==> config.mk <==
export PLATFORM = sky130hd
export DESIGN_NAME = bitserial_mac_pe
export DESIGN_NICKNAME = d
export VERILOG_FILES = /design/src/rtl/bitserial_mac_pe.sv
export SDC_FILE = /design/constraint.sdc
export NUM_CORES = 1
export LEC_CHECK = 0
export CELL_PAD_IN_SITES_DETAIL_PLACEMENT = 1
export CELL_PAD_IN_SITES_GLOBAL_PLACEMENT = 2
export CORE_MARGIN = 2
export CORE_UTILIZATION = 37
export DETAILED_ROUTE_END_ITERATION = 12
export PLACE_DENSITY_LB_ADDON = 0.3
export SLEW_MARGIN = 25
export SYNTH_ARGS = -nofsm -noshare
export SYNTH_HDL_FRONTEND = slang
export SYNTH_SLANG_ARGS = --single-unit
export TNS_END_PERCENT = 5
==> constraint.sdc <==
create_clock -name clk -period 16.6 [get_ports clk]
set_input_delay 3.32 -clock clk [delete_from_list [all_inputs] [get_ports clk]]
set_output_delay 3.32 -clock clk [all_outputs]
set_load 0.01 [all_outputs]
==> src/rtl/bitserial_mac_pe.sv <==
// bitserial_mac_pe
//   Multi-lane bit-serial multiply-accumulate processing element. One bit-plane
//   of the input operands is processed across all lanes per RUN cycle, at a
//   runtime precision of 1..WBITS bits. Supports unsigned/signed operands
//   (separate sign flags for I and W) and a binary XNOR (+1/-1) mode.
//
//   Optional feature macro: BITSERIAL_MAC_SAT_EN
//     defined   -> every accumulator update saturates to the ACC_W signed range
//     undefined -> accumulator wraps modulo 2^ACC_W
//
// Ports
//   clk, rst            clock (rising edge), asynchronous active-high reset
//   in_valid/in_ready   operand-set handshake
//   i_vec, w_vec        lane l operand at [l*WBITS +: WBITS]
//   SignI, SignW        treat I / W as two's complement
//   bin                 binary XNOR mode
//   prec                operand precision (0 or >WBITS clamps to WBITS)
//   clear_acc           zero the accumulator at the accepting edge
//   out_valid/out_ready result handshake
//   out_acc             accumulated result (two's complement)
module bitserial_mac_pe #(
  parameter int LANES = 4,
  parameter int WBITS = 8,
  parameter int ACC_W = 24,
  parameter int PW    = $clog2(WBITS+1)
) (
  input  logic                     clk,
  input  logic                     rst,
  input  logic                     in_valid,
  output logic                     in_ready,
  input  logic [LANES*WBITS-1:0]   i_vec,
  input  logic [LANES*WBITS-1:0]   w_vec,
  input  logic                     SignI,
  input  logic                     SignW,
  input  logic                     bin,
  input  logic [PW-1:0]            prec,
  input  logic                     clear_acc,
  output logic                     out_valid,
  input  logic                     out_ready,
  output logic [ACC_W-1:0]         out_acc
);

  // Internal width covers a full shifted partial sum on top of the
  // accumulator, so saturation can detect any single-step overflow.
  localparam int SW = ACC_W + 2*WBITS + $clog2(LANES) + 2;
  localparam logic signed [SW-1:0] ONE = 1;

  typedef enum logic [1:0] {IDLE, RUN, DONE} state_t;

  state_t                  state_q, state_d;
  logic [LANES*WBITS-1:0]  i_q, w_q;
  logic                    signi_q, signw_q, bin_q;
  logic [PW-1:0]           p_q, k_q, k_d;
  logic signed [ACC_W-1:0] acc_q, acc_d, out_acc_q, out_acc_d;

  logic                    accept, run_last, run_upd;
  logic [PW-1:0]           prec_cl;
  logic [WBITS-1:0]        mask, msb, kbit;
  logic signed [SW-1:0]    ps, bs, delta, sum;
  logic signed [ACC_W-1:0] acc_next;

`ifdef BITSERIAL_MAC_SAT_EN
  function automatic logic signed [ACC_W-1:0] acc_fit(input logic signed [SW-1:0] v);
    logic signed [SW-1:0] hi, lo;
    hi = {{(SW-ACC_W+1){1'b0}}, {(ACC_W-1){1'b1}}};
    lo = ~hi;
    if (v > hi)      acc_fit = hi[ACC_W-1:0];
    else if (v < lo) acc_fit = lo[ACC_W-1:0];
    else             acc_fit = v[ACC_W-1:0];
  endfunction
`else
  function automatic logic signed [ACC_W-1:0] acc_fit(input logic signed [SW-1:0] v);
    acc_fit = v[ACC_W-1:0];
  endfunction
`endif

  assign prec_cl = ((prec == '0) || (int'(prec) > WBITS)) ? PW'(WBITS) : prec;
  assign accept  = (state_q == IDLE) && in_valid;

  // A normal operation spends P update cycles plus one settle cycle in RUN;
  // binary mode spends one update cycle plus the settle cycle.
  assign run_last = bin_q ? (k_q == PW'(1)) : (k_q == p_q);
  assign run_upd  = (state_q == RUN) && (bin_q ? (k_q == '0) : (k_q < p_q));

  // Bit-plane datapath
  always_comb begin
    logic [WBITS-1:0]     wf, ifl;
    logic signed [SW-1:0] wext;
    mask = ({{(WBITS-1){1'b0}}, 1'b1} << p_q) - 1'b1;
    msb  = mask ^ (mask >> 1);
    kbit = {{(WBITS-1){1'b0}}, 1'b1} << k_q;
    ps   = '0;
    bs   = '0;
    for (int l = 0; l < LANES; l++) begin
      wf   = w_q[l*WBITS +: WBITS];
      ifl  = i_q[l*WBITS +: WBITS];
      wext = $signed({{(SW-WBITS){1'b0}}, wf & mask});
      if (signw_q && |(wf & msb))
        wext = wext | ~$signed({{(SW-WBITS){1'b0}}, mask});
      if (|(ifl & kbit))
        ps = ps + wext;
      if (ifl[0] == wf[0]) bs = bs + ONE;
      else                 bs = bs - ONE;
    end
    if (bin_q)
      delta = bs;
    else if (signi_q && (k_q == p_q - 1'b1))
      delta = -(ps <<< k_q);
    else
      delta = ps <<< k_q;
    sum      = {{(SW-ACC_W){acc_q[ACC_W-1]}}, acc_q} + delta;
    acc_next = acc_fit(sum);
  end

  // State register
  always_ff @(posedge clk or posedge rst) begin
    if (rst) state_q <= IDLE;
    else     state_q <= state_d;
  end

  // Next-state logic
  always_comb begin
    state_d = state_q;
    case (state_q)
      IDLE:    if (in_valid)  state_d = RUN;
      RUN:     if (run_last)  state_d = DONE;
      DONE:    if (out_ready) state_d = IDLE;
      default: state_d = IDLE;
    endcase
  end

  // Outputs
  always_comb begin
    in_ready  = (state_q == IDLE);
    out_valid = (state_q == DONE);
  end
  assign out_acc = out_acc_q;

  // Accumulator, bit counter and result register next state
  always_comb begin
    acc_d     = acc_q;
    k_d       = k_q;
    out_acc_d = out_acc_q;
    if (accept) begin
      k_d = '0;
      if (clear_acc) acc_d = '0;
    end
    if (run_upd) acc_d = acc_next;
    if (state_q == RUN) begin
      if (run_last) out_acc_d = acc_q;
      else          k_d = k_q + 1'b1;
    end
  end

  always_ff @(posedge clk or posedge rst) begin
    if (rst) begin
      acc_q     <= '0;
      k_q       <= '0;
      out_acc_q <= '0;
    end else begin
      acc_q     <= acc_d;
      k_q       <= k_d;
      out_acc_q <= out_acc_d;
    end
  end

  // Operand capture; data only, loaded at the accepting edge
  always_ff @(posedge clk) begin
    if (accept) begin
      i_q     <= i_vec;
      w_q     <= w_vec;
      signi_q <= SignI;
      signw_q <= SignW;
      bin_q   <= bin;
      p_q     <= prec_cl;
    end
  end

endmodule
======== Yosys cells after proc, flatten, opt, wreduce, memory -nomap -nowiden ========
Index checks and enable logic that the tools add are counted.
word-level totals
  register bits after elaboration ......... 125
  input bits .............................. 76
  output and inout bits ................... 26
  logic and storage cells ................. 109
operators by class
  add/sub/neg operators ................... 14
  magnitude comparators ................... 2
  equal/unequal tests ..................... 12
  shift operators ......................... 3
  multiplexer cells ....................... 26
  bitwise operators ....................... 18
  reductions and logical operators ........ 24
operators with widths
  kind                                                count
  two-way mux 44 bit                                  8
  two-way mux 24 bit                                  9
  OR 9 x 44 -> 44 bit                                 4
  adder 44 bit                                        3
  bitwise AND 8 bit                                   12
  adder 24 x 2 -> 24 bit, second input constant       3
  subtractor 24 x 2 -> 24 bit, second input constant  3
  OR reduction 8 bit                                  8
  inverter 8 -> 44 bit                                1
  <<< shifter 44 x 4 -> 24 bit                        1
  adder 24 bit                                        1
  negator 24 bit                                      1
  << shifter 1 x 4 -> 8 bit, first input constant     2
  two-way mux 4 bit                                   3
  == test 4 bit                                       2
  zero test 4 bit                                     2
  subtractor 8 x 1 -> 8 bit, second input constant    1
  bitwise XOR 8 x 7 -> 8 bit                          1
  logical AND 1 bit                                   7
  two-way mux 2 bit                                   3
  one-hot mux 2 bit (3 select lines)                  1
  adder 4 x 1 -> 4 bit, second input constant         1
  == test 1 bit                                       4
  == test 4 x 1 -> 1 bit, second input constant       1
  other kinds (13)                                    17

======== Logic depth before layout (Yosys ltp) ========
  word-level depth ........................ 20
  depth in mapped cells ................... 67
  depth with buffers taken out ............ 63

======== Worst setup path after synthesis ========
OpenSTA, ideal clock, no wires.
  path type ............................... register to register
  start ................................... reg p_q[0]
  end ..................................... reg acc_q[23]
  setup time .............................. 0.124 ns
  arrival time ............................ 12.980 ns
  required time ........................... 16.476 ns
  slack ................................... 3.496 ns
  stages on the path, launching flop included .. 62
  path buffers ............................ 3
  cells stage by stage .................... edfxtp_1 inv_1 ha_1 buf_2 or3b_2 clkbuf_1 ha_1 buf_2 nor3b_1 o41a_1 nand2_2 xnor2_1 a22oi_1 a21oi_2 inv_1 o21ai_0 ha_1 fa_1 (+26 left out) or3_1 o21ai_0 nand2_1 o21ai_0 xnor2_1 o21ai_0 ha_1 nand3_1 nand2_1 a41o_1 o41ai_1 nor2_1 a211oi_1 nor4b_1 o32a_1 nor4_2 nor3_1 o21bai_1
on the way
  longest elaborated chain between the ends .. 20
ends and longest elaborated chain
  item                          RTL line  source
  start, declared               53        logic [PW-1:0] p_q, k_q, k_d;
  start signal, assigned        175       p_q <= prec_cl;
  << shifter 1 x 4 -> 8 bit     89        mask = ({{(WBITS-1){1'b0}}, 1'b1} << p_q) - 1'b1;
  subtractor 8 x 1 -> 8 bit     89
  bitwise XOR 8 x 7 -> 8 bit    90        msb = mask ^ (mask >> 1);
  bitwise AND 8 bit             98        if (signw_q && |(wf & msb))
  OR reduction 8 bit            98
  logical AND 1 bit             98
  two-way mux 44 bit            98
  two-way mux 44 bit            100       if (|(ifl & kbit))
  (+4 left out)                 -
  adder 44 bit                  101       ps = ps + wext;
  two-way mux 44 bit            100
  <<< shifter 44 x 4 -> 24 bit  108, 110
  negator 24 bit                108       delta = -(ps <<< k_q);
  two-way mux 24 bit            107       else if (signi_q && (k_q == p_q - 1'b1))
  two-way mux 24 bit            105       if (bin_q)
  adder 24 bit                  111       sum = {{(SW-ACC_W){acc_q[ACC_W-1]}}, acc_q} + delta;
  two-way mux 24 bit            148       if (run_upd) acc_d = acc_next;
  end signal, assigned          157       acc_q <= '0;
  end signal, assigned          161       acc_q <= acc_d;
  end, declared                 54        logic signed [ACC_W-1:0] acc_q, acc_d, out_acc_q, out_acc_d;
Several ways; a longest one is shown, not always the timed one.
A chain may end at the register's enable or synchronous reset.

======== Final worst setup path ========
  start ................................... reg p_q[1]
  end ..................................... reg acc_q[23]
Same word-level chain as after synthesis.

==> out/metrics.csv <==
metric;value;unit
status;finished, final reports clean;
Worst path slowest cell;or3b_2;
DIE AREA;36500;um^2
Register-to-Register Path Depth;61;
unrepaired setup endpoints after global routing;no;
Setup TNS Final;0;ns
area grow syn2layout;16.1;%
CP Data Arrival Time;15.65;ns
CTS tree;done;
syn_area_per_cell;8.47;um^2
worst flop-to-flop path startpoint;p_q[1]$_SDFFCE_PP0P_;
startpoint types;register;
Post-Synthesis Cells;1526;
Vias;12178;
post-CTS setup buffer count;0;
largest net degree at the start of global routing;72;
simple logic cell fraction of the synthesized area;0.194;
flops & latches, synth;125;
CTS Sinks;125;
root buffer cell;clkbuf_16;
CP Capture Type;register;
synth unique cells;103;
vias in the first global route;12650;
Starting DRT DRC Count;664;
kind of critical path;reg -> reg;
Hold Violations, Final;0;
Port Buf Inserts;101;
HPWL after detailed placement;34.1;mm
Layout Skew;0.0178;ns
post-synth top area share;0.165;
YS warnings;0;
WL/cell;21.3;um
Placer Congestion;0.901;
most frequent cell after synthesis;nand2_1;
fill count;4027;
Synth Area in Adders;0.128;
post-synthesis mux area share;0.0471;
1st-pass router iterations;5;
worst skew pair latency;0.45;ns
n_diodes;0;
vias per cell;5.91;
CTS Buf Count;17;
global-route wire length before repair;70.1;mm
clk buf depth;2;
Core ar.;34500;um^2
Die Ht;191;um
Crit. Startpoint;p_q[1]$_SDFFCE_PP0P_;
Starting Density;0.375;
Synth Flop Type;edfxtp_1;
footprint of the multi-input gates;9010;um^2
Reg area;3480;um^2
WP data required;16.92;ns
Post-synth EDFFs;71;
fin. max-slew vios;0;
Post-synth top cells;nand2_1, o21ai_0, a21oi_1, ha_1, nor2_1;
hold_sp;out_acc[3]$_DFFE_PP0P_;
Mapped Nets;1722;
Seq/Total Area, Yosys;0.269;
antenna violations before repair;2;
# IOs;102;
Least-Margin Pin Slew;1.05;ns
fin crit period;15.33;ns
max-cap viol count;0;
Mapped Area;12900;um^2
num rows;68;
cell taking the most area after synthesis;edfxtp_1;
post-route ant nets;0;
H-Tree Depth;4;
routed wire length;43.8;mm
slew margin rel.;0.294;
XOR/XNOR share of the synthesized area;0.0664;
layout net count;1787;
Async SR Flop Fraction;0.432;
compound-gate portion of the synthesized area;0.258;
Die Width;191;um
Worst Hold Class;reg -> reg;
final worst-path cycle share;0.924;
Synth area leaders;edfxtp_1, dfrtp_1, ha_1;
grt total ovfl;0;
crit-path max cell delay;0.62;ns
Final setup viols;0;
Crit Path Max Fanout;16;
largest family of logic cells by synthesized area;compound AO/OA/AOI/OAI gates;
max frequency;65.2;MHz
clock-pin transition on the worst setup and hold timing paths;0.06;ns
share of layout cells above drive strength 1;0.0916;
Remaining DRCs;0;
hold depth;1;
total track usage;0.246;
## flip-flops by register name, indices dropped and copies added, names as in the netlist
| name | cells |
|---|---|
| state_q | 2 |
| signw_q | 1 |
| signi_q | 1 |
| out_acc | 24 |
| w_q | 32 |
| acc_q | 24 |
| p_q | 4 |
| k_q | 4 |
| bin_q | 1 |
| i_q | 32 |
## cell usage in the layout, fill, tap and decap left out, types with 19 or more instances in the layout
cell type | synthesis | final
and2_1 | 22 | 22
o21ai_0 | 127 | 127
xnor2_1 | 58 | 58
a21o_1 | 39 | 39
nor2_1 | 95 | 94
nor3_1 | 33 | 33
or3_1 | 19 | 19
nand2_1 | 191 | 190
a21oi_1 | 102 | 100
a211oi_1 | 20 | 19
mux2_2 | 33 | 33
inv_1 | 43 | 41
clkdlybuf4s50_1 | 0 | 101
nand3_1 | 42 | 42
xor2_1 | 35 | 35
edfxtp_1 | 71 | 71
ha_1 | 102 | 102
dfrtp_1 | 54 | 54
## worst paths after layout
| check | slack, ns | to |
|---|---|---|
| setup reg to reg | 1.27 | acc_q[23]$_DFFE_PP0P_ |
| min in group asynchronous | 3.40 | out_acc[13]$_DFFE_PP0P_ |
| hold / removal | 0.50 | out_acc[3]$_DFFE_PP0P_ |
| setup / recovery | 1.27 | acc_q[23]$_DFFE_PP0P_ |
| hold reg to reg | 0.50 | out_acc[3]$_DFFE_PP0P_ |
| max in group asynchronous | 12.74 | acc_q[23]$_DFFE_PP0P_ |
## per-layer routing
layer  GRT usage  vias to the layer above  wire [um]  part of all wire
li1            -                     5827          -                 -
met1       0.325                     6046      20600              0.47
met2       0.415                      250      20800              0.48
met3      0.0365                       53       1520             0.035
met4      0.0725                        2        898             0.020
met5           0                        -         18           0.00041
## logic make-up after synthesis
kind of cell / Yosys count
buf+inv: 118
xor+xnor: 95
fa+ha+maj: 122
simple gates: 516
mux: 53
flops: 125
compound gates: 497
## final cells by class
cell class,count,share of cell area
clock buffer,17,0.0283
clock inverter,15,0.0141
inverter,45,0.0112
multi-input combinational,1283,0.600
sequential,125,0.232
tap,455,0.0379
timing repair buffer,119,0.0763
## timing repair
item / in CTS / in global routing
setup endpoints to repair: 0 / 1
resized for setup: 0 / 4
hold buffers: 0 / 0
## per-stage QoR
| stage | cell area [um^2] | hold WS (ns) | std cells | setup WS (ns) | util |
|---|---|---|---|---|---|
| 5_1_grt | 15000 | 0.517 | 2059 | 0.105 | 0.436 |
| 6_report | 15000 | 0.502 | 2059 | 1.27 | 0.436 |
| 4_1_cts | 15000 | 0.507 | 2059 | 0.982 | 0.435 |
| 3_5_place_dp | 14400 | 0.493 | 2027 | 1.08 | 0.417 |
| 3_3_place_gp | 14400 | 0.463 | 2027 | 1.69 | 0.417 |
| 2_1_floorplan | 12900 | 0.474 | 1526 | 3.50 | - |
## critical path: cells and delay by family, from the launching register on
family	cells	cell delay (ns)
compound gates	28	6.91
xor+xnor	4	0.91
flops	1	0.46
simple gates	15	2.77
fa+ha+maj	9	3.26
buf+inv	4	0.58
mux	1	0.30
Power is left out: the tool's default activity adds up to more than one toggle a clock period on the data nets, which glitch-free logic cannot reach.
